`config.mk`:
```
export PLATFORM = sky130hd
export DESIGN_NAME = fft_peak_detector
export DESIGN_NICKNAME = d
export VERILOG_FILES = /design/src/rtl/fft_peak_detector.sv
export SDC_FILE = /design/constraint.sdc
export NUM_CORES = 1
export LEC_CHECK = 0
export BUFFER_PORTS_ARGS = -buffer_cell sky130_fd_sc_hd__buf_2
export CORE_MARGIN = 2
export CORE_UTILIZATION = 30
export DETAILED_ROUTE_END_ITERATION = 7
export PLACE_DENSITY = 0.53
export RECOVER_POWER = 25
export SLEW_MARGIN = 40
export SYNTH_ARGS = -nofsm -noshare
export SYNTH_HDL_FRONTEND = slang
export SYNTH_SLANG_ARGS = --single-unit
```
`constraint.sdc`:
```
create_clock -name clk -period 4.2 [get_ports clk]
set_input_delay 0.63 -clock clk [delete_from_list [all_inputs] [get_ports clk]]
set_output_delay 0.63 -clock clk [all_outputs]
set_load 0.02 [all_outputs]
```
`src/rtl/fft_peak_detector.sv`:
```
// fft_peak_detector: streaming post-processor for 64-bin FFT frames.
// It computes an approximate magnitude for each bin, then tracks the peak
// bin, the peak magnitude and the summed magnitude across one frame. One
// result per frame is presented on a valid/ready port. The bin stream is
// back-pressured until that result has been consumed.
// Ports:
//   clk, rst_n          clock, synchronous active-low reset
//   ena                 global enable; all state freezes while low
//   frame_restart       discards the partial frame (ignored in HOLD)
//   skip_dc             excludes bin 0 from the peak search; sampled with bin 0
//   in_valid/in_ready   bin handshake; in_re/in_im are signed samples
//   peak_valid/ready    result handshake
//   peak_bin/peak_mag   index and magnitude of the peak bin
//   mag_sum             sum of all bin magnitudes in the frame
module fft_peak_detector #(
    localparam int unsigned N_BINS = 64,
    localparam int unsigned DW     = 8,
    localparam int unsigned IDX_W  = $clog2(N_BINS),
    localparam int unsigned MAG_W  = 8,
    localparam int unsigned SUM_W  = 14
) (
    input  logic                 clk,
    input  logic                 rst_n,
    input  logic                 ena,
    input  logic                 frame_restart,
    input  logic                 skip_dc,
    input  logic                 in_valid,
    output logic                 in_ready,
    input  logic signed [DW-1:0] in_re,
    input  logic signed [DW-1:0] in_im,
    output logic                 peak_valid,
    input  logic                 peak_ready,
    output logic [IDX_W-1:0]     peak_bin,
    output logic [MAG_W-1:0]     peak_mag,
    output logic [SUM_W-1:0]     mag_sum
);

    typedef enum logic [1:0] {COLLECT, DRAIN, HOLD} state_t;

    state_t state, state_next;

    logic [IDX_W-1:0] bin_cnt;
    logic             p1_valid, p1_last, p1_consider, p2_last;
    logic [DW-1:0]    p1_re, p1_im;
    logic [IDX_W-1:0] p1_idx;
    logic             peak_seen;
    logic [IDX_W-1:0] pk_bin_acc;
    logic [MAG_W-1:0] pk_mag_acc;
    logic [SUM_W-1:0] sum_acc;

    logic             accept_c, last_c, clear_c, load_c, taken_c;
    logic [DW-1:0]    abs_re_c, abs_im_c, mx_c, mn_c;
    logic [MAG_W-1:0] mag_c;

    // This port name is fixed at the block boundary, so it keeps no _c suffix even though it is combinational.
    assign in_ready = rst_n & ena & (state == COLLECT) & ~frame_restart;
    assign accept_c = in_valid & in_ready;
    assign last_c   = (bin_cnt == IDX_W'(N_BINS - 1));
    assign taken_c  = peak_valid & peak_ready;

    // Unsigned absolute value: -128 maps to 128 in 8 bits.
    assign abs_re_c = in_re[DW-1] ? DW'(-in_re) : DW'(in_re);
    assign abs_im_c = in_im[DW-1] ? DW'(-in_im) : DW'(in_im);

    // mag = max + min/2 (peaks at 192, so it never overflows 8 bits)
    assign mx_c  = (p1_re >= p1_im) ? p1_re : p1_im;
    assign mn_c  = (p1_re >= p1_im) ? p1_im : p1_re;
    assign mag_c = MAG_W'(mx_c + (mn_c >> 1));

    // FSM state register
    always_ff @(posedge clk) begin
        if (!rst_n) begin
            state <= COLLECT;
        end else if (ena) begin
            state <= state_next;
        end
    end

    // Next state, frame clear and result load
    always_comb begin
        state_next = state;
        clear_c    = 1'b0;
        load_c     = 1'b0;
        case (state)
            COLLECT: begin
                if (frame_restart) begin
                    clear_c = 1'b1;
                end else if (accept_c && last_c) begin
                    state_next = DRAIN;
                end
            end
            DRAIN: begin
                if (frame_restart) begin
                    clear_c    = 1'b1;
                    state_next = COLLECT;
                end else if (p2_last) begin
                    load_c     = 1'b1;
                    state_next = HOLD;
                end
            end
            HOLD: begin
                if (taken_c) begin
                    clear_c    = 1'b1;
                    state_next = COLLECT;
                end
            end
            default: state_next = COLLECT;
        endcase
    end

    // Bin counter, P1 (abs values) and P2 (sum / peak accumulate)
    always_ff @(posedge clk) begin
        if (!rst_n) begin
            bin_cnt     <= '0;
            p1_valid    <= 1'b0;
            p1_last     <= 1'b0;
            p1_consider <= 1'b0;
            p1_re       <= '0;
            p1_im       <= '0;
            p1_idx      <= '0;
            p2_last     <= 1'b0;
            peak_seen   <= 1'b0;
            pk_bin_acc  <= '0;
            pk_mag_acc  <= '0;
            sum_acc     <= '0;
        end else if (ena) begin
            if (clear_c) begin
                bin_cnt    <= '0;
                p1_valid   <= 1'b0;
                p2_last    <= 1'b0;
                peak_seen  <= 1'b0;
                pk_bin_acc <= '0;
                pk_mag_acc <= '0;
                sum_acc    <= '0;
            end else begin
                p1_valid <= accept_c;
                p2_last  <= p1_valid & p1_last;
                if (accept_c) begin
                    bin_cnt     <= bin_cnt + IDX_W'(1);
                    p1_re       <= abs_re_c;
                    p1_im       <= abs_im_c;
                    p1_idx      <= bin_cnt;
                    p1_last     <= last_c;
                    p1_consider <= !((bin_cnt == '0) && skip_dc);
                end
                if (p1_valid) begin
                    sum_acc <= sum_acc + SUM_W'(mag_c);
                    // Strictly-greater compare keeps the lowest index on ties.
                    if (p1_consider && (!peak_seen || (mag_c > pk_mag_acc))) begin
                        peak_seen  <= 1'b1;
                        pk_bin_acc <= p1_idx;
                        pk_mag_acc <= mag_c;
                    end
                end
            end
        end
    end

    // Result registers: loaded on entry to HOLD, valid dropped on handshake
    always_ff @(posedge clk) begin
        if (!rst_n) begin
            peak_valid <= 1'b0;
            peak_bin   <= '0;
            peak_mag   <= '0;
            mag_sum    <= '0;
        end else if (ena) begin
            if (load_c) begin
                peak_valid <= 1'b1;
                peak_bin   <= pk_bin_acc;
                peak_mag   <= pk_mag_acc;
                mag_sum    <= sum_acc;
            end else if (taken_c) begin
                peak_valid <= 1'b0;
            end
        end
    end

endmodule

```
**Yosys cells after proc, flatten, opt, wreduce, memory -nomap -nowiden**

Cells that the tools add are included.

- Flip-flop bits (word level): 92
- Input bits: 23
- Logic and storage cells: 92

- Add/sub/neg operators: 5
- Order comparisons: 2
- Eq/ne operators: 7
- Multiplexer cells: 33
- Bitwise logic cells: 8
- Reductions and logical operators: 20

Operators by type and width:

| cell | count |
|---|---|
| 2-to-1 mux 8 bit | 7 |
| 2-to-1 mux 6 bit | 5 |
| 2-to-1 mux 14 bit | 2 |
| negator 8 bit | 2 |
| adder 14 x 8 -> 14 bit | 1 |
| 2-to-1 mux 1 bit | 12 |
| 2-to-1 mux 2 bit | 5 |
| adder 8 x 7 -> 8 bit | 1 |
| >= comparator 8 bit | 1 |
| greater-than comparator 8 bit | 1 |
| AND reduction 2 bit | 4 |
| nonzero test 2 bit | 4 |
| adder 6 x 1 -> 6 bit, second input constant | 1 |
| bitwise AND 1 bit | 6 |
| == test 6 bit, second input constant | 1 |
| logical NOT 6 bit | 1 |
| one-hot mux 2 bit (3 select lines) | 1 |
| AND reduction 3 bit | 2 |
| AND reduction 5 bit | 1 |
| != test 2 bit, second input constant | 2 |
| logical AND 1 bit | 3 |
| != test 3 bit, second input constant | 1 |
| == test 2 x 1 -> 1 bit, second input constant | 1 |
| == test 2 bit, second input constant | 1 |
| other kinds (7) | 9 |

**Longest topological paths before layout**

Gate-level depths: netlist of the first run.

- Depth after elaboration: 9
- Gate-level depth with buffers: 22
- Gate-level depth less buffers: 20

**Worst setup path before layout of the first run**

OpenSTA, ideal clock, no wires.

- Path type: register -> register
- From: register p1_im[7]
- To: register pk_bin_acc[0]
- Arrival: 4,389 ps
- Required time: 4,083 ps
- Setup slack: -306 ps
- Cell stages (with the launch flop): 22
- Path buffers: 3
- Period minus slack after synthesis: 4,506 ps
- Cells stage by stage: dfxtp_1 > inv_1 > ha_1 > nand4_1 > o31ai_2 > buf_2 > mux2_2 > ha_1 > fa_1 > a21o_1 > a21oi_1 > o21bai_1 > a21oi_1 > xnor2_1 > ha_1 > nor2b_1 > o21ai_0 > nand4bb_1 > and4_1 > buf_6 > buf_6 > a22o_1

- Word-level cells in the longest chain between the ends: 8
- Elaborated cells on any way between the ends: 9
- Those cells by class: add/sub: 1; order compare: 2; mux: 2; reduce/logical: 4

Ends and longest elaborated chain:

| item | RTL line | RTL |
|---|---|---|
| start, declared | 44 | `logic [DW-1:0] p1_re, p1_im;` |
| start signal, assigned | 141 | `p1_im <= abs_im_c;` |
| >= comparator 8 bit | 66, 67 |  |
| 2-to-1 mux 8 bit (on tied branches) | 66, 67 |  |
| adder 8 x 7 -> 8 bit * | 68 | `assign mag_c = MAG_W'(mx_c + (mn_c >> 1));` |
| greater-than comparator 8 bit * | 149 | `if (p1_consider && (!peak_seen \|\| (mag_c > pk_mag_acc))) begin` |
| logical OR 1 bit * | 149 |  |
| logical AND 1 bit * | 149 |  |
| nonzero test 2 bit (no source line) * | n/a |  |
| AND reduction 3 bit (no source line) * | n/a |  |
| end signal, assigned | 151 | `pk_bin_acc <= p1_idx;` |
| end, declared | 47 | `logic [IDX_W-1:0] pk_bin_acc;` |

Every way passes the cells marked *; elsewhere a longest branch is shown, timed or not.
A chain may end at the register's enable or synchronous reset.

**Final worst setup path of the first run**

- From: register p1_im[0]
- To: register pk_mag_acc[6]

- Word-level cells in the longest chain between the ends: 8
- Elaborated cells on any way between the ends: 12
- Those cells by class: add/sub: 1; order compare: 2; mux: 5; reduce/logical: 4

Ends and longest elaborated chain:

| item | RTL line | RTL |
|---|---|---|
| >= comparator 8 bit | 66, 67 |  |
| 2-to-1 mux 8 bit (on tied branches) | 66, 67 |  |
| adder 8 x 7 -> 8 bit * | 68 |  |
| greater-than comparator 8 bit | 149 |  |
| logical OR 1 bit | 149 |  |
| logical AND 1 bit | 149 |  |
| nonzero test 2 bit (no source line) | n/a |  |
| AND reduction 3 bit (no source line) | n/a |  |
| end signal, assigned | 152 | `pk_mag_acc <= mag_c;` |
| end, declared | 48 | `logic [MAG_W-1:0] pk_mag_acc;` |

Every way passes the cells marked *; elsewhere a longest branch is shown, timed or not. The select of a mux whose other input is x is not followed.

==> results of run 1 <==
[worst paths after layout]
kind / start / to / cells past startpoint
min: peak_bin[3] / peak_bin[3] / 2
max reg2reg: p1_im[0] / pk_mag_acc[6] / 21
min reg2reg: peak_bin[3] / peak_bin[3] / 2
max: p1_im[0] / pk_mag_acc[6] / 21
[cell families (layout without fill, tap and decap cells)]
kind of cell,Yosys count,count (layout),synth area share (%)
xor gates and xnor gates,25,25,4.379
adders and majority gates,37,37,9.560
DFF,92,92,36.84
and+or+nand+nor,193,193,19.34
AOI/OAI and AO/OA,150,150,22.37
muxes,9,9,2.002
buffers and inverters,58,162,5.505
[area by class of cell]
cell class                      count  area share (%)
Clock buffer                       10           3.720
Clock inverter                      5          0.9348
Inverter                           31           1.811
Multi-Input combinational cell    414           49.09
Sequential cell                    92           28.80
Tap cell                          220           4.284
Timing Repair Buffer              116           11.35
[through the flow]
stage / utilization (%) / TNS [ns]
2_1_floorplan: - / -0.7535
3_3_place_gp: 35.41 / -1.405
3_5_place_dp: 35.46 / -3.956
5_1_grt: 39.16 / -5.899
4_1_cts: 38.23 / -0.1380
6_report: 39.16 / -1.056
[registers in the layout (all words and copies together), names as in the netlist]
signal,count
mag_sum,14
p2_last,1
bin_cnt,6
peak_bin,6
p1_consider,1
p1_idx,6
peak_mag,8
state,2
sum_acc,14
peak_valid,1
pk_bin_acc,6
p1_re,8
p1_last,1
p1_im,8
p1_valid,1
pk_mag_acc,8
peak_seen,1
[placed cells by master, fill, tap and decap left out, types with 6 or more instances in the layout]
master                      netlist  routed
sky130_fd_sc_hd__nand2_1        106     106
sky130_fd_sc_hd__dfxtp_1         92      85
sky130_fd_sc_hd__buf_4            5      61
sky130_fd_sc_hd__a21boi_0        31      31
sky130_fd_sc_hd__buf_2            7      28
sky130_fd_sc_hd__inv_1           31      26
sky130_fd_sc_hd__ha_1            35      24
sky130_fd_sc_hd__clkbuf_1        10      23
sky130_fd_sc_hd__o21ai_0         24      17
sky130_fd_sc_hd__nor2_1          17      17
sky130_fd_sc_hd__nor2b_1         18      16
sky130_fd_sc_hd__xor2_1          14      14
sky130_fd_sc_hd__a22o_1          14      14
sky130_fd_sc_hd__a21oi_1         18      11
sky130_fd_sc_hd__o211a_1         11      11
sky130_fd_sc_hd__ha_4             0      11
sky130_fd_sc_hd__a21boi_1        10      10
sky130_fd_sc_hd__clkbuf_16        0       9
sky130_fd_sc_hd__a21oi_2          1       8
sky130_fd_sc_hd__nand4_1          8       8
sky130_fd_sc_hd__a22oi_1          7       7
sky130_fd_sc_hd__xnor2_1         11       7
sky130_fd_sc_hd__dfxtp_2          0       7
sky130_fd_sc_hd__a21o_1           6       6
[power breakdown]
group          switching, mW  internal [mW]  total, mW
Combinational          0.139          0.150      0.290
Sequential           0.00422          0.878      0.882
Clock                  0.343          0.477      0.820
Total                  0.486           1.51       1.99
[layer usage]
metal / share of wire, % / GRT usage (%) / vias to the layer above
li1: - / - / 2162
met1: 48 / 17.98 / 1944
met2: 48 / 23.66 / 54
met3: 2.7 / 2.778 / 12
met4: 1.7 / 5.615 / 0
met5: 0 / 0 / -
[repair_timing]
item                                    CTS  global route
pin swaps                                13            27
hold endpoints to repair                  0             0
endpoints found under the setup margin   20            24
resized for setup                        26            28
setup buffers                             5             9
[critical path, cell delays in order, from the launching register on]
cell	delay, ns
sky130_fd_sc_hd__dfxtp_1	0.38
sky130_fd_sc_hd__ha_4	0.21
sky130_fd_sc_hd__nand2b_4	0.14
sky130_fd_sc_hd__a2111oi_4	0.35
sky130_fd_sc_hd__o31ai_4	0.12
sky130_fd_sc_hd__buf_4	0.15
sky130_fd_sc_hd__mux2_4	0.30
sky130_fd_sc_hd__ha_4	0.17
sky130_fd_sc_hd__fa_2	0.34
sky130_fd_sc_hd__a21o_1	0.18
sky130_fd_sc_hd__a21oi_2	0.14
sky130_fd_sc_hd__o21bai_1	0.09
sky130_fd_sc_hd__a21oi_2	0.17
sky130_fd_sc_hd__xnor2_2	0.15
sky130_fd_sc_hd__ha_1	0.27
sky130_fd_sc_hd__nor2b_4	0.13
sky130_fd_sc_hd__o21ai_2	0.12
sky130_fd_sc_hd__nand4bb_1	0.15
sky130_fd_sc_hd__buf_4	0.17
sky130_fd_sc_hd__a41oi_2	0.20
sky130_fd_sc_hd__buf_6	0.17
sky130_fd_sc_hd__a22o_1	0.13
==> results.env, run 1 <==
SYNTH_CELLS=564
MAX-SLEW-MARGIN-REL_PCT=42.91
INITIAL_ANTENNA_VIOLATION_COUNT=0
YOSYSMOSTFREQUENTCELL='sky130_fd_sc_hd__nand2_1'
CP-END-KIND='flop'
RUN_STATUS='finished with violations'
CLOCK_BUFFER_COUNT_FROM_CTS=9
MAX_CAP_VIOLATIONS=0
PLACE.PORT_BUFFERS=52
DETAIL_ROUTE.FIRST_PASS.ITERATIONS=4
ASYNC_FLOP_SHARE_PCT=0
CTSHTREEMAXLEVEL=3
SYNTH_SEQ_AREA_SHARE_PCT=36.84
SEQUENTIAL_CELL_AREA_SQ_UM=1851
FINAL_ANTENNA_NET_COUNT=0
FINAL_CELL_AREA_SQ_UM=6425
DRT_DRC_VIOLATIONS_LEFT=0
TIMING.FINAL.CRIT_SHARE_PCT=101.9
POST_SYNTH.CELL_AREA_AVG_SQ_UM=8.865
SYNTH-EDFF-COUNT=0
FAILED_CHECKS='setup timing'
PLACE_AREA_SQ_UM=5818
ROUTED_WL_MICRONS=12070
MAX_FREQ_GHz=0.2338
STATIC_LEAK_nW=2.662
CLK-INSERTION-DELAY-LATE_NS=0.35
ROUTED_VIA_COUNT=4172
DP_HPWL_MICRONS=8800
TRITONCTS='done'
CHIPHEIGHT_MICRONS=133.1
DETAILED_ROUTE_VIAS_PER_INSTANCE=4.698
SYNTHTOPCELLSBYAREA='sky130_fd_sc_hd__dfxtp_1, sky130_fd_sc_hd__ha_1, sky130_fd_sc_hd__nand2_1'
FINAL-SETUP-VIOL-COUNT=16
VDD_IR_DROP_MAX_mV=0.1842
FINAL-INSTANCE-COUNT-EXCL-FILL=888
LAYOUT_MIN_CYCLE_TIME_NS=4.278
DIE_BOUNDARY_WIDTH_MICRONS=133.1
TOTAL_POWER_mW=1.991
ROUTED_WL_PER_CELL_MICRONS=13.59
WORSTSETUPSTARTPOINTTYPE='flop'
SYNTHDOMINANTAREACELLTYPE='sky130_fd_sc_hd__dfxtp_1'
WORST-SLEW-PIN-TRANSITION_NS=0.8533
TRACK_USAGE_PCT=14.13
FLOORPLAN.CORE_AREA_SQ_UM=16410
SYNTHESIS.NETS=624
GLOBAL_ROUTE_WIRE_LENGTH_BEFORE_REPAIR_MICRONS=20200
CLOCK-ROOT-BUFFER='sky130_fd_sc_hd__clkbuf_16'
WP_DATA_REQUIRED_NS=4.49
SYN-CELL-AREA_SQ_UM=5000
LARGEST_NET_DEGREE_AT_THE_START_OF_GLOBAL_ROUTING=52
HOLD_BUFFERS=0
BOUNDARYPINS=53
YOSYS_WARNINGS=0
ANTENNA-DIODE-COUNT=0
HOLD_VIOL=0
PRECTSSETUPSLACK_NS=-0.2462
FINALCLOCKSKEW_NS=0.007301
SYNTH_CELL_TYPE_COUNT=64
DESIGN.FINAL.NETS=724
START_UTIL_PCT=30.47
CRIT_FANOUT=10
REG2REG_SETUP_SLACK_NS=-0.08
LAYOUT-DRIVE-GT1-SHARE_PCT=26.80
SYNTH_TOP_AREA_SHARE_PCT=36.84
CLOCKBUFFERDEPTH=2
POWER_DENSITY_OVER_THE_CELLS_nW_PER_UM2=309.9
SYNTH.CELLS.MOST_FREQUENT='sky130_fd_sc_hd__nand2_1, sky130_fd_sc_hd__dfxtp_1, sky130_fd_sc_hd__ha_1'
MULTI_INPUT_COMB_AREA_SQ_UM=3154
SYNTHTOLAYOUTAREAGROWTH_PCT=28.50
FP.DIEAREA_SQ_UM=17710
TIMING.FINAL.WS_SETUP_NS=-0.07786
HP-CLASS='reg2reg'
RSZ0062_AT_GRT='true'
TIMING_WORST_SETUP_PATH_TYPE='reg2reg'
CP_DATA_ARRIVAL_TIME_NS=4.57
GRT_PASS1_VIAS=4163
FINALWEIGHTEDCONGESTION=0.8391
NUMCLOCKSINKS=92
DOMINANTREGCELLSYNTH='sky130_fd_sc_hd__dfxtp_1'
DRTITER0DRC=165
GRT_OVERFLOW_TOTAL=0
DP_CELLS=860
FINAL.HOLD.WORST_SLACK_NS=0.4527
REPORT.FINAL.SLEW_VIOL_COUNT=0
FILLERS=1643
SYNTH-SEQ-CELLS=92
PATH_CLK_SLEW_NS=0.06
NUM_ROWS=47
Note: power is estimated with default switching activity, not from simulation.
==> run 2: changes to the inputs <==
CELL_PAD_IN_SITES_DETAIL_PLACEMENT = 0   (was not set)
CELL_PAD_IN_SITES_GLOBAL_PLACEMENT = 1   (was not set)
PLACE_DENSITY = 0.64   (was 0.53)
==> run 2 against run 1 <==
The flow still finishes with violations (setup timing). Global-route usage rose by 0.29 points. Worst hold slack gained 0.0026 ns. Sequential power is essentially flat. Clock-buffer cell count decreased by 1. Largest power group unchanged. Highest routed layer unchanged.
==> results.env, run 2 (synthesized netlist as in run 1, its figures left out) <==
WORSTREG2REGEND='pk_bin_acc[4]'  # was pk_mag_acc[6]
ROUTED_WL_MICRONS=12490  # was 12070 microns
TIMING_WORST_SETUP_PATH_TYPE='reg2reg'  # unchanged
TNS_NS=-0.1143  # was -1.056 ns
R2R-START='p1_im[0]'  # unchanged
FINAL.HOLD.WORST_SLACK_NS=0.4553  # was 0.4527 ns
PATH_CLK_SLEW_NS=0.07  # was 0.06 ns
DRT_DRC_VIOLATIONS_LEFT=0  # unchanged
CRIT_FANOUT=7  # was 10
LARGEST_NET_DEGREE_AT_THE_START_OF_GLOBAL_ROUTING=47  # was 52
DETAIL_ROUTE.FIRST_PASS.ITERATIONS=4  # unchanged
CLOCK-ROOT-BUFFER='sky130_fd_sc_hd__clkbuf_16'  # unchanged
FINAL_ANTENNA_NET_COUNT=0  # unchanged
RUN_STATUS='finished with violations'  # unchanged
DP_HPWL_MICRONS=9000  # was 8800 microns
CTSHTREEMAXLEVEL=3  # unchanged
ANTENNA-DIODE-COUNT=0  # unchanged
CRITICAL-PATH-TOP-DELAY-FAMILY='compound AO/OA/AOI/OAI gates'  # unchanged
WL_MET2_MICRONS=5744  # was 5781 microns
INITIAL_ANTENNA_VIOLATION_COUNT=0  # unchanged
SETUP.WORST_PATH.END='pk_bin_acc[4]'  # was pk_mag_acc[6]
INTERNAL_POWER_mW=1.489  # was 1.505 mW
TRITONCTS='done'  # unchanged
FAILED_CHECKS='setup timing'  # unchanged
ROUTED_WL_PER_CELL_MICRONS=14.02  # was 13.59 microns
FINALWEIGHTEDCONGESTION=0.8574  # was 0.8391
DRTITER0DRC=171  # was 165
FP.DIEAREA_SQ_UM=17710  # unchanged
FINAL-SETUP-VIOL-COUNT=8  # was 16
HOLD_VIOL=0  # unchanged
HP-CLASS='reg2reg'  # unchanged
CLOCKBUFFERDEPTH=2  # unchanged
GRT_OVERFLOW_TOTAL=0  # unchanged
WP_DATA_REQUIRED_NS=4.50  # was 4.49 ns
UPPERMOST_METAL_LAYER_OCCUPIED_BY_SIGNAL_NETS='met4'  # unchanged
LARGESTREGISTERS='mag_sum (14), sum_acc (14)'  # unchanged
FLOORPLAN.CORE_AREA_SQ_UM=16410  # unchanged
FINISH.UTILIZATION_PCT=39.48  # was 39.16%
WORST-SLEW-PIN-TRANSITION_NS=0.8191  # was 0.8533 ns
COMB_POWER_SHARE_PCT=14.7  # was 14.5%
POWER_DENSITY_OVER_THE_CELLS_nW_PER_UM2=307.6  # was 309.9 nW/um^2
CRIT_PATH_CELL_TRACE='ha_4, nand2b_4, a2111oi_4, o31ai_4, buf_6, buf_4, o21ai_0, ha_4, a21o_1, a21oi_2, o21bai_1, a21oi_2, xnor2_2, ha_1, nor2b_1, o21ai_1, nand4bb_1, buf_4, a41oi_4, buf_4, a22o_1'  # was ha_4, nand2b_4, a2111oi_4, o31ai_4, buf_4, mux2_4, ha_4, fa_2, a21o_1, a21oi_2, o21bai_1, a21oi_2, xnor2_2, ha_1, nor2b_4, o21ai_2, nand4bb_1, buf_4, a41oi_2, buf_6, a22o_1
WORSTSETUPSTARTPOINT='p1_im[0]'  # unchanged
CLOCKPOWERSHARE_PCT=41.0  # was 41.2%
GLOBAL_ROUTE_WIRE_LENGTH_BEFORE_REPAIR_MICRONS=20260  # was 20200 microns
REPORT.FINAL.SLEW_VIOL_COUNT=0  # unchanged
HOLD_BUFFERS=0  # unchanged
DESIGN.FINAL.NETS=727  # was 724
TIMING.FINAL.CRIT_SHARE_PCT=100.5  # was 101.9%
MAX-SLEW-MARGIN-REL_PCT=45.19  # was 42.91%
LAYOUT-DRIVE-GT1-SHARE_PCT=27.27  # was 26.80%
FILLERS=1711  # was 1643
DIE_BOUNDARY_WIDTH_MICRONS=133.1  # unchanged
CP-END-KIND='flop'  # unchanged
CP_DATA_ARRIVAL_TIME_NS=4.52  # was 4.57 ns
TRACK_USAGE_PCT=14.43  # was 14.13%
POWER.NET_SWITCHING_mW=0.5034  # was 0.4863 mW
TIMING.REG2REG.WORST_PATH_DEPTH=21  # unchanged
START_UTIL_PCT=30.47  # unchanged
PLACE.PORT_BUFFERS=52  # unchanged
SYNTHTOLAYOUTAREAGROWTH_PCT=29.55  # was 28.50%
CHIPHEIGHT_MICRONS=133.1  # unchanged
NUMCLOCKSINKS=92  # unchanged
VDD_IR_DROP_MAX_mV=0.2060  # was 0.1842 mV
GRT_PASS1_VIAS=4123  # was 4163
MOST_FREQUENT_CELL_ON_CRITICAL_PATH='sky130_fd_sc_hd__buf_4'
MOST-COMMON-LAYOUT-CELLS='sky130_fd_sc_hd__nand2_1, sky130_fd_sc_hd__dfxtp_1, sky130_fd_sc_hd__buf_4'  # unchanged
WORSTSETUPSTARTPOINTTYPE='flop'  # unchanged
MET1WIRELENGTH_MICRONS=5896  # was 5766 microns
CRIT_PATH_TOP_DELAY_CELL='sky130_fd_sc_hd__dfxtp_1'  # unchanged
SEQ_POWER_SHARE_PCT=44.3  # about the same
WORSTSETUPPATHDEPTH=21  # unchanged
STATIC_LEAK_nW=2.660  # was 2.662 nW
TOTAL_POWER_mW=1.992  # was 1.991 mW
NUM_ROWS=47  # unchanged
FINALCLOCKSKEW_NS=0.008841  # was 0.007301 ns
BOUNDARYPINS=53  # unchanged
DETAILED_ROUTE_VIAS_PER_INSTANCE=4.762  # was 4.698
CLOCK_BUFFER_COUNT_FROM_CTS=9  # unchanged
MOSTFREQUENTLAYOUTCELL='sky130_fd_sc_hd__nand2_1'  # unchanged
CLK-INSERTION-DELAY-LATE_NS=0.35  # about the same
P_SW_SHARE_PCT=25.27  # was 24.42%
REG2REG_SETUP_SLACK_NS=-0.02  # was -0.08 ns
RSZ0062_AT_GRT='true'  # unchanged
LAYOUT_MIN_CYCLE_TIME_NS=4.223  # was 4.278 ns
MAX_FREQ_GHz=0.2368  # was 0.2338 GHz
MET3_ROUTED_LENGTH_MICRONS=483  # was 324 microns
CRITICAL_PATH_S_LARGEST_STAGE_DELAY_NS=0.38  # about the same
MAX_CAP_VIOLATIONS=0  # unchanged
PATH_BUF_INV=4  # was 3
ROUTED_VIA_COUNT=4243  # was 4172
TIMING.FINAL.WS_SETUP_NS=-0.02304  # was -0.07786 ns
## run 2: layer usage
layer,vias up,track usage [%]
met5,-,0
met4,0,6.087
met3,23,2.854
met2,69,23.58
met1,1979,18.67
li1,2172,-
## run 2: through the flow
step                      setup WS, ns  cells  cell area (sq um)
after floorplan               -0.08288    564               5052
after CTS                     -0.04919    885               6317
after global placement         -0.1134    866               5854
final                         -0.02304    891               6477
after detailed placement       -0.2460    866               5859
after global routing           -0.2453    891               6477
## run 2: worst reg2reg max path: stages (launching register included)
cell	delay, ns
sky130_fd_sc_hd__dfxtp_1	0.38
sky130_fd_sc_hd__ha_4	0.21
sky130_fd_sc_hd__nand2b_4	0.14
sky130_fd_sc_hd__a2111oi_4	0.35
sky130_fd_sc_hd__o31ai_4	0.13
sky130_fd_sc_hd__buf_6	0.15
sky130_fd_sc_hd__buf_4	0.13
sky130_fd_sc_hd__o21ai_0	0.32
sky130_fd_sc_hd__ha_4	0.28
sky130_fd_sc_hd__a21o_1	0.19
sky130_fd_sc_hd__a21oi_2	0.15
sky130_fd_sc_hd__o21bai_1	0.09
sky130_fd_sc_hd__a21oi_2	0.17
sky130_fd_sc_hd__xnor2_2	0.10
sky130_fd_sc_hd__ha_1	0.30
sky130_fd_sc_hd__nor2b_1	0.13
sky130_fd_sc_hd__o21ai_1	0.13
sky130_fd_sc_hd__nand4bb_1	0.14
sky130_fd_sc_hd__buf_4	0.17
sky130_fd_sc_hd__a41oi_4	0.21
sky130_fd_sc_hd__buf_4	0.18
sky130_fd_sc_hd__a22o_1	0.12
## run 2: cell type report
class / count / area, sq um / area share (%)
clock buffer: 9 / 225.2 / 3.477
clock inverter: 6 / 63.81 / 0.9851
timing repair buffer: 119 / 768.2 / 11.86
tap: 220 / 275.3 / 4.250
inverter: 31 / 116.4 / 1.796
multi-input combinational: 414 / 3178 / 49.06
sequential: 92 / 1851 / 28.57
## run 2: how the worst min path moves through the flow
stage / from / end / cells past startpoint
2_1_floorplan: pk_bin_acc[0] / peak_bin[0] / 2
3_3_place_gp: peak_bin[0] / peak_bin[0] / 2
3_5_place_dp: peak_bin[2] / peak_bin[2] / 2
4_1_cts: peak_mag[2] / peak_mag[2] / 2
5_1_grt: peak_bin[2] / peak_bin[2] / 2
6_report: peak_bin[2] / peak_bin[2] / 2
## run 2: power groups by stage
stage | clock network (mW) | registers [mW] | logic (mW)
finish | 0.817 | 0.883 | 0.293
global route | 0.878 | 0.883 | 0.323
CTS | 0.837 | 0.882 | 0.268
detailed placement | 0 | 0.901 | 0.245
global placement | 0 | 0.901 | 0.241
floorplan | 0 | 0.901 | 0.155
## run 2: repair_timing
item	4_1_cts	5_1_grt
cloned	0	0
endpoints found under the setup margin	21	24
pin swaps	10	21
gates resized for setup	26	30
buffers inserted	4	5
